--- config.mk ---
export PLATFORM = sky130hd
export DESIGN_NAME = multi_pulse_detect
export DESIGN_NICKNAME = d
export VERILOG_FILES = /design/src/rtl/multi_pulse_detect_pkg.sv /design/src/rtl/multi_pulse_detect_pulse_chan.sv /design/src/rtl/multi_pulse_detect.sv
export SDC_FILE = /design/constraint.sdc
export NUM_CORES = 1
export LEC_CHECK = 0
export BUFFER_PORTS_ARGS = -buffer_cell sky130_fd_sc_hd__buf_4
export CORE_UTILIZATION = 40
export CTS_CLUSTER_SIZE = 28
export DETAILED_ROUTE_END_ITERATION = 8
export HOLD_SLACK_MARGIN = 0.06
export SYNTH_ARGS = -nofsm -noshare
export SYNTH_HDL_FRONTEND = slang
export SYNTH_SLANG_ARGS = --single-unit
--- constraint.sdc ---
create_clock -name clk -period 2.8 [get_ports clk]
set_input_delay 0.14 -clock clk [delete_from_list [all_inputs] [get_ports clk]]
set_output_delay 0.14 -clock clk [all_outputs]
set_load 0.02 [all_outputs]
--- src/rtl/multi_pulse_detect_pkg.sv ---
// multi_pulse_detect_pkg: edge-mode encodings shared by the detector and its channels
package multi_pulse_detect_pkg;
    localparam logic [1:0] EDGE_OFF  = 2'b00;
    localparam logic [1:0] EDGE_RISE = 2'b01;
    localparam logic [1:0] EDGE_FALL = 2'b10;
    localparam logic [1:0] EDGE_BOTH = 2'b11;
endpackage

--- src/rtl/multi_pulse_detect_pulse_chan.sv ---
// pulse_chan: one channel of synchroniser, glitch filter, edge detector, stretcher and event counter
module pulse_chan
    import multi_pulse_detect_pkg::*;
#(
    parameter int SYNC_STAGE = 2,
    parameter int FILT_W     = 4,
    parameter int STRETCH_W  = 4,
    parameter int CNT_W      = 8
) (
    input  logic                 clk,
    input  logic                 rst,
    input  logic                 din,
    input  logic [1:0]           mode,
    input  logic [FILT_W-1:0]    min_width,
    input  logic [STRETCH_W-1:0] stretch_len,
    input  logic                 cnt_clr,
    output logic                 ev,
    output logic                 pulse,
    output logic [CNT_W-1:0]     cnt
);
    logic [SYNC_STAGE-1:0] s;
    logic [FILT_W-1:0]     fcnt;
    logic [STRETCH_W-1:0]  scnt;
    logic                  filt_lvl, filt_prev, sync_out, rise, fall, rise_en, fall_en;

    assign sync_out = s[SYNC_STAGE-1];
    assign rise     = filt_lvl & ~filt_prev;
    assign fall     = ~filt_lvl & filt_prev;
    assign rise_en  = (mode == EDGE_RISE) || (mode == EDGE_BOTH);
    assign fall_en  = (mode == EDGE_FALL) || (mode == EDGE_BOTH);
    assign ev       = (rise_en & rise) | (fall_en & fall);

    // Synchronise the raw input and accept a new level only after it holds min_width+1 cycles
    always_ff @(posedge clk) begin
        if (rst) begin
            s         <= '0;
            fcnt      <= '0;
            filt_lvl  <= 1'b0;
            filt_prev <= 1'b0;
        end else begin
            s         <= (s << 1) | SYNC_STAGE'(din);
            filt_prev <= filt_lvl;
            if (sync_out == filt_lvl) begin
                fcnt <= '0;
            end else if (fcnt >= min_width) begin
                filt_lvl <= sync_out;
                fcnt     <= '0;
            end else begin
                fcnt <= fcnt + 1'b1;
            end
        end
    end

    // Stretch each event into a retriggerable pulse and count events with saturation
    always_ff @(posedge clk) begin
        if (rst) begin
            scnt  <= '0;
            pulse <= 1'b0;
            cnt   <= '0;
        end else begin
            if (ev) begin
                scnt  <= stretch_len;
                pulse <= 1'b1;
            end else if (scnt != '0) begin
                scnt  <= scnt - 1'b1;
                pulse <= 1'b1;
            end else begin
                pulse <= 1'b0;
            end
            cnt <= cnt_clr ? CNT_W'(ev) : (ev && cnt != '1) ? cnt + 1'b1 : cnt;
        end
    end
endmodule

--- src/rtl/multi_pulse_detect.sv ---
// multi_pulse_detect: multi-channel filtered edge detector with stretched pulses and event counters
module multi_pulse_detect
    import multi_pulse_detect_pkg::*;
#(
    parameter int CH_NUM     = 4,
    parameter int SYNC_STAGE = 2,
    parameter int FILT_W     = 4,
    parameter int STRETCH_W  = 4,
    parameter int CNT_W      = 8
) (
    input  logic                    clk,
    input  logic                    rst,
    input  logic [CH_NUM-1:0]       data_in,
    input  logic [2*CH_NUM-1:0]     edge_mode,
    input  logic [FILT_W-1:0]       min_width,
    input  logic [STRETCH_W-1:0]    stretch_len,
    input  logic [CH_NUM-1:0]       cnt_clr,
    output logic [CH_NUM-1:0]       pulse_out,
    output logic [CH_NUM*CNT_W-1:0] event_cnt,
    output logic                    event_any
);
    logic [CH_NUM-1:0] ev;

    for (genvar i = 0; i < CH_NUM; i++) begin : g_ch
        pulse_chan #(
            .SYNC_STAGE(SYNC_STAGE),
            .FILT_W    (FILT_W),
            .STRETCH_W (STRETCH_W),
            .CNT_W     (CNT_W)
        ) u_chan (
            .clk        (clk),
            .rst        (rst),
            .din        (data_in[i]),
            .mode       (edge_mode[2*i +: 2]),
            .min_width  (min_width),
            .stretch_len(stretch_len),
            .cnt_clr    (cnt_clr[i]),
            .ev         (ev[i]),
            .pulse      (pulse_out[i]),
            .cnt        (event_cnt[CNT_W*i +: CNT_W])
        );
    end

    // One-cycle strobe whenever any channel qualifies an event
    always_ff @(posedge clk) begin
        if (rst) event_any <= 1'b0;
        else     event_any <= |ev;
    end
endmodule

# Yosys cells after proc, flatten, opt, wreduce, memory -nomap -nowiden
# Index checks and enable logic that the tools add are counted.
word_totals:
  regBits: 85
  latch_bits: 0
  mem_bits_rw: 0
  romBits: 0
  input_bits: 26
  out_inout_bits: 37
  word_cells: 166
  mem_count: 0
classes:
  add_sub_neg: 12
  multipliers: 0
  div_mod_pow: 0
  order_cmp: 4
  n_eq_ne: 20
  shift: 0
  mux: 24
  bitwise_logic: 36
  reduce_logical: 37
op_table:
  columns: ["operator", "n"]
  rows:
  - ["$add 8x1->8 const B", 4]
  - ["$mux 4", 8]
  - ["$ne 8x8->1 const B", 4]
  - ["$add 4x1->4 const B", 4]
  - ["$and 1x1->1", 16]
  - ["$eq 2x2->1 const B", 8]
  - ["$ge 4x4->1", 4]
  - ["$mux 1", 16]
  - ["$reduce_bool 2->1", 8]
  - ["$reduce_bool 4->1", 4]
  - ["$sub 4x1->4 const B", 4]
  - ["$not 1->1", 12]
  - ["$reduce_or 3->1", 4]
  - ["$eq 2x1->1 const B", 4]
  - ["$logic_or 1x1->1", 8]
  - ["$or 2x1->2", 4]
  - ["$reduce_and 2->1", 4]
  - ["$reduce_or 2->1", 4]
  - ["$eq 1x1->1", 4]
  - ["$logic_and 1x1->1", 4]
  - ["$or 1x1->1", 4]
  - ["$reduce_or 4->1", 1]

# Longest topological paths before layout
# Gate-level depths: netlist of run 1.
logic_depth:
  word_depth: 7
  depth_mapped: 7
  mapped_depth_nobuf: 6

# Modules after synthesis
# Synthesis of run 1 repeated with hierarchy kept, for this count alone.
hier_totals:
  cells_unflattened: 483
  hier_area_um2: 4449.3
by_module_without_submodules:
  columns: ["module", "instances", "cells_per_inst", "area_each_um2"]
  rows:
  - ["pulse_chan", 4, 120, 1104.8]
  - ["multi_pulse_detect", 1, 3, 30.0]

# Least setup slack after synthesis of run 1
# No wires, ideal clock.
synth_timing:
  path_kind: "register -> register"
  startpoint: "reg g_ch[1].u_chan.cnt[0]"
  endpoint: "reg g_ch[1].u_chan.cnt[6]"
  arrival_ps: 1554
  required_ps: 2709
  setup_slack_ps: 1155
  path_stages_with_launch: 6
  path_cell_list: "dfxtp_1 -> ha_1 -> and3_1 -> a21boi_0 -> a31oi_1 -> a311oi_1"
synth_between:
  elab_chain_len: 2
synth_rtl:
  columns: ["item", "line_no", "source"]
  rows:
  - ["start, declared", "multi_pulse_detect_pulse_chan.sv:19", "output logic [CNT_W-1:0] cnt"]
  - ["start signal, assigned", "multi_pulse_detect_pulse_chan.sv:70", "cnt <= cnt_clr ? CNT_W'(ev) : (ev && cnt != '1) ? cnt + 1'b1 : cnt;"]
  - ["parallel branches: the longest is 2 deep, another holds $add 8x1->8", null, null]
# Parallel ways; which one is timed is not known.
# A chain may end at the register's enable or synchronous reset.

# Worst setup path after layout of run 1
layout_timing:
  startpoint: "reg g_ch[3].u_chan.cnt[0]"
  endpoint: "reg g_ch[3].u_chan.cnt[6]"
layout_between:
  elab_chain_len: 2
layout_rtl:
  columns: ["item", "line_no"]
  rows:
  - ["start, declared", "multi_pulse_detect_pulse_chan.sv:19"]
  - ["start signal, assigned", "multi_pulse_detect_pulse_chan.sv:70"]
  - ["parallel branches: the longest is 2 deep, another holds $add 8x1->8", null]
# Parallel ways; which one is timed is not known.

==> flow_metrics.py, run 1 <==
metrics = {
    "status": {
        "status": "finished, final reports clean",
    },
    "synthesis": {
        "synth_edf_count": 0,
        "ys_ff_latch": 85,
        "syn_avg_cell_area_um2": 8.76,
        "synth.top_cells.by_count": "dfxtp_1, nor2_1, a21oi_1",
        "synth_fp_nets": 538,
        "yosys_warnings": 0,
        "ys_async_sr_fraction": 0,
        "syn_inst": 480,
        "synth.area.top_cells": "dfxtp_1, ha_1, nor2_1",
        "yosysUniqueCellTypes": 46,
        "synth_area_um2": 4200,
        "yosys.area.top_type": "dfxtp_1",
        "synth.most_common_cell": "dfxtp_1",
        "ys_seq_area_frac": 0.405,
        "yosys.area.top_type_share": 0.405,
        "ys.flop_type": "dfxtp_1",
    },
    "setup_path": {
        "cp.required_ps": 3060,
        "slowest_delay_ps": 400,
        "worstSetupPathType": "register to register",
        "cp-start-kind": "register",
        "critPathMaxFanout": 5,
        "critPathBufInv": 0,
        "end_kind": "register",
        "critical-path-top-delay-family": "compound AO/OA/AOI/OAI gates",
        "critical_path_arrival_ps": 1990,
        "worst_path_max_delay_cell": "dfxtp_1",
        "path_cells": "ha_1, and3_1, a21boi_0, a31oi_1, a311oi_1",
    },
    "timing": {
        "tightestPinTransition_ps": 553,
        "setup-violations-final": 0,
        "finalClockSkew_ps": 9.26,
        "layout_min_cycle_time_ps": 1730,
        "fmax_mhz": 579,
        "slew_headroom": 0.631,
        "drv_slew": 0,
        "finalCritPeriodShare": 0.617,
        "final_hold_viol_count": 0,
        "grt_setup_unrepaired": "false",
        "fin_setup_tns_ps": 0,
    },
    "clocking": {
        "tritoncts": "built",
        "cts-resized-gates": 0,
        "clkSlewWorstSetupHoldPaths_ps": 90,
        "clockRootBuffer": "clkbuf_8",
        "cts_hold_buf": 8,
        "postCtsSetupBuffers": 0,
        "cts_buffer_depth": 2,
        "cts_htree_levels": 3,
        "cts_buffers": 9,
        "clk-insertion-delay-late_ps": 350,
        "cts.sinks": 85,
    },
    "detailed_routing": {
        "avgRoutedWirePerCell_um": 12.8,
        "dr_total_vias": 3526,
        "drt-total-wl_um": 8740,
        "dr.pass1.iters": 4,
        "first_iter_violations": 163,
        "viasPerCell": 5.18,
        "antenna_left": 0,
        "drc": 0,
    },
    "pwr": {
        "power_uw": 3340,
        "p_per_area_nw_per_um2": 657,
        "leakagePower_uw": 0.00207,
        "peakVddDrop_mv": 0.305,
    },
    "die": {
        "fp.dieW_um": 105,
        "num_io_pins": 63,
        "die_h_um": 105,
        "initial_core_util": 0.409,
        "dieArea_um2": 10900,
        "rows": 37,
        "core_um2": 10300,
    },
    "global_route": {
        "grt_pass1_wl_um": 15200,
        "gr-usage-all-layers": 0.168,
        "grt_pass1_vias": 3404,
        "grt_start_max_net_pins": 52,
        "grt_antenna_before_repair": 0,
        "gr-total-overflow": 0,
    },
    "final_layout": {
        "fin_util": 0.495,
        "antenna_cells": 0,
        "drive_gt1_frac": 0.182,
        "area_growth_pct": 21.0,
        "nets": 598,
    },
    "placed_design": {
        "io_buffers": 62,
        "dpl.hpwl_um": 6270,
        "gp_congestion": 0.775,
    },
    "min_path": {
        "hold_class": "input port to register",
    },
    "job": {
        "max_cap_viol_count": 0,
    },
}
[final cells by class]
cell class / count / area [um^2]
clock inverters: 6 / 135
inverters: 28 / 105
flip-flops and latches: 85 / 1700
multi-input cells: 346 / 2300
repair buffers: 70 / 546
clock buffers: 10 / 128
well taps: 136 / 170
fillers: 1027 / 5190
[per-layer routing]
metal  part of all wire  routed length, um  global-route usage  vias to the layer above
met1               0.48               4180               0.216                     1650
met4              0.011                 94              0.0582                        0
met2               0.48               4170               0.286                       59
met5                  0                  0                   0                        -
met3              0.033                289              0.0226                        7
li1                   -                  -                   -                     1810
[sequential cells by signal, summed over array words and instances, names as in the netlist]
signal                 cells
event_any                  1
g_ch.u_chan.cnt           32
g_ch.u_chan.fcnt          16
g_ch.u_chan.filt_lvl       4
g_ch.u_chan.filt_prev      4
g_ch.u_chan.pulse          4
g_ch.u_chan.s              8
g_ch.u_chan.scnt          16
[cell families (layout without fill, tap and decap cells)]
kind of cell,after synthesis,in the layout,synth area share
and+or+nand+nor,180,180,0.227
AOI/OAI and AO/OA,103,103,0.156
DFF,85,85,0.405
buffers and inverters,49,114,0.0479
adders and majority gates,32,32,0.0953
xor gates and xnor gates,21,21,0.0438
muxes,10,10,0.0256
[worst register-to-register path, delay by kind of cell, from the launching register on]
family	cells	cell delay (ps)
AND/OR/NAND/NOR	1	220
AO/OA/AOI/OAI	3	770
flip-flops	1	400
adder cells (fa/ha/maj)	1	250
[final timing paths]
check	startpoint	to	slack, ps	cells after the start
max reg2reg	g_ch[3].u_chan.cnt[0]	g_ch[3].u_chan.cnt[6]	1070	5
max	g_ch[3].u_chan.cnt[0]	g_ch[3].u_chan.cnt[6]	1070	5
min reg2reg	g_ch[2].u_chan.s[0]	g_ch[2].u_chan.s[1]	440	1
min	stretch_len[0]	g_ch[1].u_chan.scnt[0]	80	3
[metrics by stage]
stage | hold WS (ps) | setup slack, ps | cells | instance area [um^2]
after floorplan | 221 | 1150 | 480 | 4200
after global placement | 354 | 1200 | 657 | 4740
after detailed placement | 355 | 1110 | 657 | 4740
after CTS | 61.2 | 1080 | 681 | 5080
after global routing | 72.3 | 907 | 681 | 5080
final | 82.2 | 1070 | 681 | 5080
[power breakdown]
group | total, uW | internal (uW) | leakage, uW | switching, uW
logic | 803 | 393 | 0.00126 | 410
registers | 1410 | 1340 | 0.000692 | 70.3
clock network | 1130 | 683 | 0.000123 | 445
[cell usage in the layout, fill, tap and decap left out, drive strengths merged, types with 5 or more instances in the layout]
cell type,instances
nor2,48
buf,62
nand2,31
inv,28
or3,7
or3b,6
a211oi,13
xor2,8
or2,5
nor3,12
dfxtp,85
nand3b,7
a31oi,7
dlygate4sd3,8
o211ai,10
a21oi,34
o21ai,19
mux2,6
xnor2,13
and3,9
nand3,15
nor2b,18
a311oi,6
ha,32
clkbuf,10
No activity file was read; power rests on OpenSTA's default activity.
==> run 2, diff against run 1 <==
==> constraint.sdc (replaced) <==
create_clock -name clk -period 1.6 [get_ports clk]
set_input_delay 0.08 -clock clk [delete_from_list [all_inputs] [get_ports clk]]
set_output_delay 0.08 -clock clk [all_outputs]
set_load 0.02 [all_outputs]
==> run 2 against run 1 <==
Net effect: first-iteration DRC count shrank 36%; routed wire length up 2.0%; cell count is 3.5% higher; clock skew grew 2.0 ps; clock power increased by 29%; critical path depth is 1 higher; clock-buffer cell count unchanged; setup slack worse by 1000 ps; non-clock buffer count up 25; sequential share of layout area fell by 0.91 points; cell area increased by 3.1%; power is 62% higher; largest power group unchanged; highest routed layer unchanged.
==> flow_metrics.py, run 2 (synthesis results as in run 1) <==
metrics = {
    "detailed_routing": {
        "drt-total-wl_um": 8910,
        "first_iter_violations": 105,
        "drc": 0,
        "dr_total_vias": 3583,
        "antenna_left": 0,
        "dr.pass1.iters": 4,
        "viasPerCell": 5.08,
        "avgRoutedWirePerCell_um": 12.6,
    },
    "setup_path": {
        "worstSetupPathType": "register to register",
        "crit_start": "g_ch[0].u_chan.fcnt[0]",
        "path_cells": "inv_1, ha_1, nand2b_1, a211oi_2, o21ai_1, mux2_2",
        "critPathBufInv": 1,
        "regToRegSetupSlack_ps": 70,
        "reg2reg_to": "g_ch[0].u_chan.filt_lvl",
        "crit_path_end": "g_ch[0].u_chan.filt_lvl",
        "r2r_start": "g_ch[0].u_chan.fcnt[0]",
        "critPathMaxFanout": 2,
        "end_kind": "register",
        "critical_path_arrival_ps": 1760,
        "cp-start-kind": "register",
        "slowest_delay_ps": 330,
        "worst_path_max_delay_cell": "dfxtp_1",
        "cp.required_ps": 1840,
        "critical-path-top-delay-family": "compound AO/OA/AOI/OAI gates",
        "ff2ff_path_depth": 6,
        "cp_num_cells": 6,
    },
    "timing": {
        "setup-violations-final": 0,
        "final_hold_viol_count": 0,
        "fmax_mhz": 655,
        "finalClockSkew_ps": 11.2,
        "drv_slew": 0,
        "tightestPinTransition_ps": 384,
        "slew_headroom": 0.743,
        "layout_min_cycle_time_ps": 1530,
        "finalCritPeriodShare": 0.954,
        "fin_hold_ws_ps": 121,
    },
    "pwr": {
        "p_switching_uw": 1610,
        "peakVddDrop_mv": 0.501,
        "p_int_uw": 3810,
        "pwr-share-comb": 0.274,
        "p_per_area_nw_per_um2": 1030,
        "seqPwrFrac": 0.456,
        "p_sw_frac": 0.298,
        "pwr-share-clk": 0.270,
        "power_uw": 5420,
        "leakagePower_uw": 0.00218,
    },
    "die": {
        "dieArea_um2": 10900,
        "initial_core_util": 0.409,
        "fp.dieW_um": 105,
        "die_h_um": 105,
        "rows": 37,
        "core_um2": 10300,
        "num_io_pins": 63,
    },
    "clocking": {
        "cts_buffers": 9,
        "postCtsSetupBuffers": 0,
        "cts_htree_levels": 3,
        "clockRootBuffer": "clkbuf_8",
        "tritoncts": "built",
        "cts_buffer_depth": 2,
        "clkSlewWorstSetupHoldPaths_ps": 80,
        "cts.sinks": 85,
        "clk-insertion-delay-late_ps": 350,
    },
    "final_layout": {
        "final_cell_area_um2": 5240,
        "multiInputGateArea_um2": 2340,
        "regArea_um2": 1710,
        "finalNonFillerCells": 705,
        "largest_register_ffs": 32,
        "drive_gt1_frac": 0.227,
        "final_cell_mix": "buf_4, dfxtp_1, nor2_1",
        "nets": 623,
        "fin_util": 0.510,
        "regMostFlops": "g_ch.u_chan.cnt",
        "area_growth_pct": 24.7,
        "reg_top3": "g_ch.u_chan.cnt: 32 flops, g_ch.u_chan.fcnt: 16 flops, g_ch.u_chan.scnt: 16 flops",
        "final_common_cell": "buf_4",
        "antenna_cells": 0,
        "num-fill-cells": 1009,
    },
    "global_route": {
        "grt_pass1_wl_um": 14800,
        "gr-usage-all-layers": 0.166,
        "grt_start_max_net_pins": 34,
        "grt_antenna_before_repair": 0,
        "gr-total-overflow": 0,
        "grt_pass1_vias": 3276,
    },
    "min_path": {
        "min_from": "rst",
        "hold_class": "input port to register",
    },
    "job": {
        "max_cap_viol_count": 0,
    },
    "placed_design": {
        "io_buffers": 62,
        "gp_congestion": 0.792,
        "dpl.hpwl_um": 6490,
        "dpl_cell_area_um2": 4900,
        "dp_cells": 678,
    },
    "status": {
        "status": "finished, final reports clean",
    },
}
run 2: changes by cell type in the layout (fill, tap and decap cells not counted), sizes merged:
| cell | delta |
|---|---|
| buf | +21 |
| bufinv | -3 |
| clkinv | +3 |
| clkinvlp | -1 |
| dlygate4sd3 | +4 |
run 2: timing repair:
item                                   in CTS  in global routing
setup endpoints to repair                   1                 21
gates cloned                                0                  0
endpoints found under the hold margin      25                  0
gates resized for setup                     1                 12
pin swaps                                   0                  3
hold buffers                               12                  0
run 2: how the worst min path moves through the flow:
stage / cells after the start / endpoint
finish: 2 / g_ch[1].u_chan.pulse
CTS: 2 / g_ch[1].u_chan.pulse
global route: 2 / g_ch[2].u_chan.cnt[0]
global placement: 2 / g_ch[2].u_chan.s[0]
floorplan: 1 / g_ch[2].u_chan.filt_prev
detailed placement: 2 / g_ch[2].u_chan.s[0]
run 2: worst reg2reg max path: cells and delay by family (launching register included):
kind            cells  cell delay (ps)
mux                 1              270
flops               1              330
buf+inv             1               40
compound gates      2              360
simple gates        1              160
fa+ha+maj           1              250
run 2: metrics by stage:
step | setup slack [ps] | TNS (ps)
after floorplan | 65.3 | 0
final | 73.9 | 0
after global placement | 73.9 | 0
after detailed placement | -12.3 | -12.3
after global routing | -16.9 | -16.9
after CTS | 8.89 | 0
run 2: power by group through the flow:
| stage | clock network, uW | registers (uW) | logic [uW] |
|---|---|---|---|
| 2_1_floorplan | 0 | 2480 | 1200 |
| 6_report | 1460 | 2470 | 1490 |
| 4_1_cts | 1540 | 2470 | 1440 |
| 3_5_place_dp | 0 | 2520 | 1400 |
| 3_3_place_gp | 0 | 2510 | 1350 |
| 5_1_grt | 1590 | 2500 | 1720 |
run 2: cell type report:
class,count,share of cell area
Timing Repair Buffer,95,0.142
Clock inverter,5,0.0100
Clock buffer,10,0.0243
Inverter,28,0.0200
Multi-Input combinational cell,346,0.446
Sequential cell,85,0.326
Tap cell,136,0.0325
run 2: metal layers:
metal	global-route usage	vias up	share of wire
li1	-	1862	-
met1	0.219	1668	0.49
met2	0.272	43	0.47
met3	0.0244	10	0.025
met4	0.0653	0	0.012
met5	0	-	0
==> run 3, diff against run 2 <==
--- a/config.mk
+++ b/config.mk
@@ -10,6 +10,7 @@
 export CTS_CLUSTER_SIZE = 28
 export DETAILED_ROUTE_END_ITERATION = 8
 export HOLD_SLACK_MARGIN = 0.06
+export RECOVER_POWER = 100
 export SYNTH_ARGS = -nofsm -noshare
 export SYNTH_HDL_FRONTEND = slang
 export SYNTH_SLANG_ARGS = --single-unit
==> run 3 against run 2 <==
Net effect: critical path depth stayed put; global-route usage did not move; register-to-register slack is essentially flat; sequential power hardly changed; cell count stayed put; cell area decreased by 2.6%; largest cell class unchanged; critical path type unchanged; critical endpoint unchanged; flip-flop and latch count is the same; first-iteration DRC count grew 13%; clock skew about the same; non-clock buffer count unchanged; setup slack about the same.
==> flow_metrics.py, run 3 (synthesis results as in run 1) <==
metrics = {
    "status": {
        "status": "finished, final reports clean",
    },
    "die": {
        "fp.dieW_um": 105,
        "initial_core_util": 0.409,
        "die_h_um": 105,
        "rows": 37,
        "num_io_pins": 63,
        "dieArea_um2": 10900,
        "core_um2": 10300,
    },
    "placed_design": {
        "dpl.hpwl_um": 6490,
        "dpl_cell_area_um2": 4900,
        "gp_congestion": 0.792,
        "dp_slack_ps": -12.3,
        "dp_cells": 678,
        "io_buffers": 62,
    },
    "clocking": {
        "tritoncts": "built",
        "cts.sinks": 85,
        "clk-insertion-delay-late_ps": 350,
        "cts_buffers": 9,
        "clockRootBuffer": "clkbuf_8",
        "cts_htree_levels": 3,
        "cts_buffer_depth": 2,
        "postCtsSetupBuffers": 0,
        "clkSlewWorstSetupHoldPaths_ps": 80,
    },
    "setup_path": {
        "critical_path_arrival_ps": 1760,
        "cp-start-kind": "register",
        "r2r_start": "g_ch[0].u_chan.fcnt[0]",
        "cp.required_ps": 1840,
        "critPathMaxFanout": 2,
        "crit_start": "g_ch[0].u_chan.fcnt[0]",
        "end_kind": "register",
        "worstSetupPathType": "register to register",
    },
    "timing": {
        "finalClockSkew_ps": 11.5,
        "tightestPinTransition_ps": 418,
        "layout_min_cycle_time_ps": 1530,
        "setup-violations-final": 0,
        "fin_setup_tns_ps": 0,
        "finalCritPeriodShare": 0.954,
        "final_hold_viol_count": 0,
        "slew_headroom": 0.721,
        "drv_slew": 0,
        "fin_ws_ps": 74.1,
        "fmax_mhz": 655,
    },
    "pwr": {
        "p_switching_uw": 1610,
        "p_int_uw": 3740,
        "p_sw_frac": 0.302,
        "seqPwrFrac": 0.462,
        "pwr-share-clk": 0.274,
        "pwr-share-comb": 0.264,
        "leakagePower_uw": 0.00203,
        "peakVddDrop_mv": 0.495,
        "p_per_area_nw_per_um2": 1050,
        "power_uw": 5350,
    },
    "global_route": {
        "grt_antenna_before_repair": 0,
        "grt_start_max_net_pins": 34,
        "grt_pass1_wl_um": 14800,
        "grt_pass1_vias": 3276,
        "gr-usage-all-layers": 0.166,
        "gr-total-overflow": 0,
    },
    "detailed_routing": {
        "wl_met1_um": 4440,
        "avgRoutedWirePerCell_um": 12.7,
        "met3_wirelength_um": 232,
        "viasPerCell": 5.11,
        "antenna_left": 0,
        "dr_total_vias": 3601,
        "met2WireLength_um": 4140,
        "first_iter_violations": 119,
        "drt-total-wl_um": 8920,
        "dr.pass1.iters": 7,
        "dr.max_layer_used": "met4",
        "drc": 0,
    },
    "final_layout": {
        "area_growth_pct": 21.4,
        "reg_top3": "g_ch.u_chan.cnt: 32 flops, g_ch.u_chan.fcnt: 16 flops, g_ch.u_chan.scnt: 16 flops",
        "finalNonFillerCells": 705,
        "nets": 623,
        "antenna_cells": 0,
        "final_common_cell": "dfxtp_1",
        "largest_register_ffs": 32,
        "final_cell_area_um2": 5100,
        "regMostFlops": "g_ch.u_chan.cnt",
        "drive_gt1_frac": 0.160,
        "final_cell_mix": "dfxtp_1, nor2_1, buf_4",
    },
    "min_path": {
        "hold_class": "input port to register",
        "min_from": "rst",
    },
    "job": {
        "max_cap_viol_count": 0,
    },
}
==> run 3: cell type report <==
type,instances,area [um^2]
inverters,28,105
flip-flops and latches,85,1710
well taps,136,170
multi-input cells,346,2330
clock buffers,10,128
clock inverters,5,52.6
fillers,1043,5170
repair buffers,95,609
==> run 3: worst paths after layout <==
check	to	slack (ps)	depth (start not counted)
worst min register to register	g_ch[2].u_chan.s[1]	440	1
worst max-delay path	g_ch[0].u_chan.filt_lvl	70	6
worst min-delay path	g_ch[1].u_chan.pulse	120	2
worst max register to register	g_ch[0].u_chan.filt_lvl	70	6
==> run 3: worst max-delay path, stage by stage (launching register included) <==
cell      delay [ps]
dfxtp_1          330
inv_1             40
ha_1             250
nand2b_1         160
a211oi_2         250
o21ai_1          110
mux2_2           270
==> run 3: through the flow <==
step / util / hold slack, ps
2_1_floorplan: - / 161
6_report: 0.497 / 119
3_5_place_dp: 0.477 / 299
5_1_grt: 0.497 / 139
3_3_place_gp: 0.477 / 303
4_1_cts: 0.507 / 119
==> run 3: power by group through the flow <==
stage	registers (uW)	clock network, uW	logic, uW
floorplan	2480	0	1200
global placement	2510	0	1350
detailed placement	2520	0	1400
CTS	2470	1540	1440
global route	2500	1590	1650
finish	2470	1460	1410
==> run 3: timing repair <==
item,4_1_cts,5_1_grt
pin swaps,0,3
gates resized for setup,1,12
endpoints found under the hold margin,25,0
hold buffers,12,0
endpoints found under the setup margin,1,21
==> run 3: metal layers <==
layer,vias up,GRT usage
met5,-,0
li1,1864,-
met3,10,0.0244
met4,0,0.0653
met2,48,0.272
met1,1679,0.219
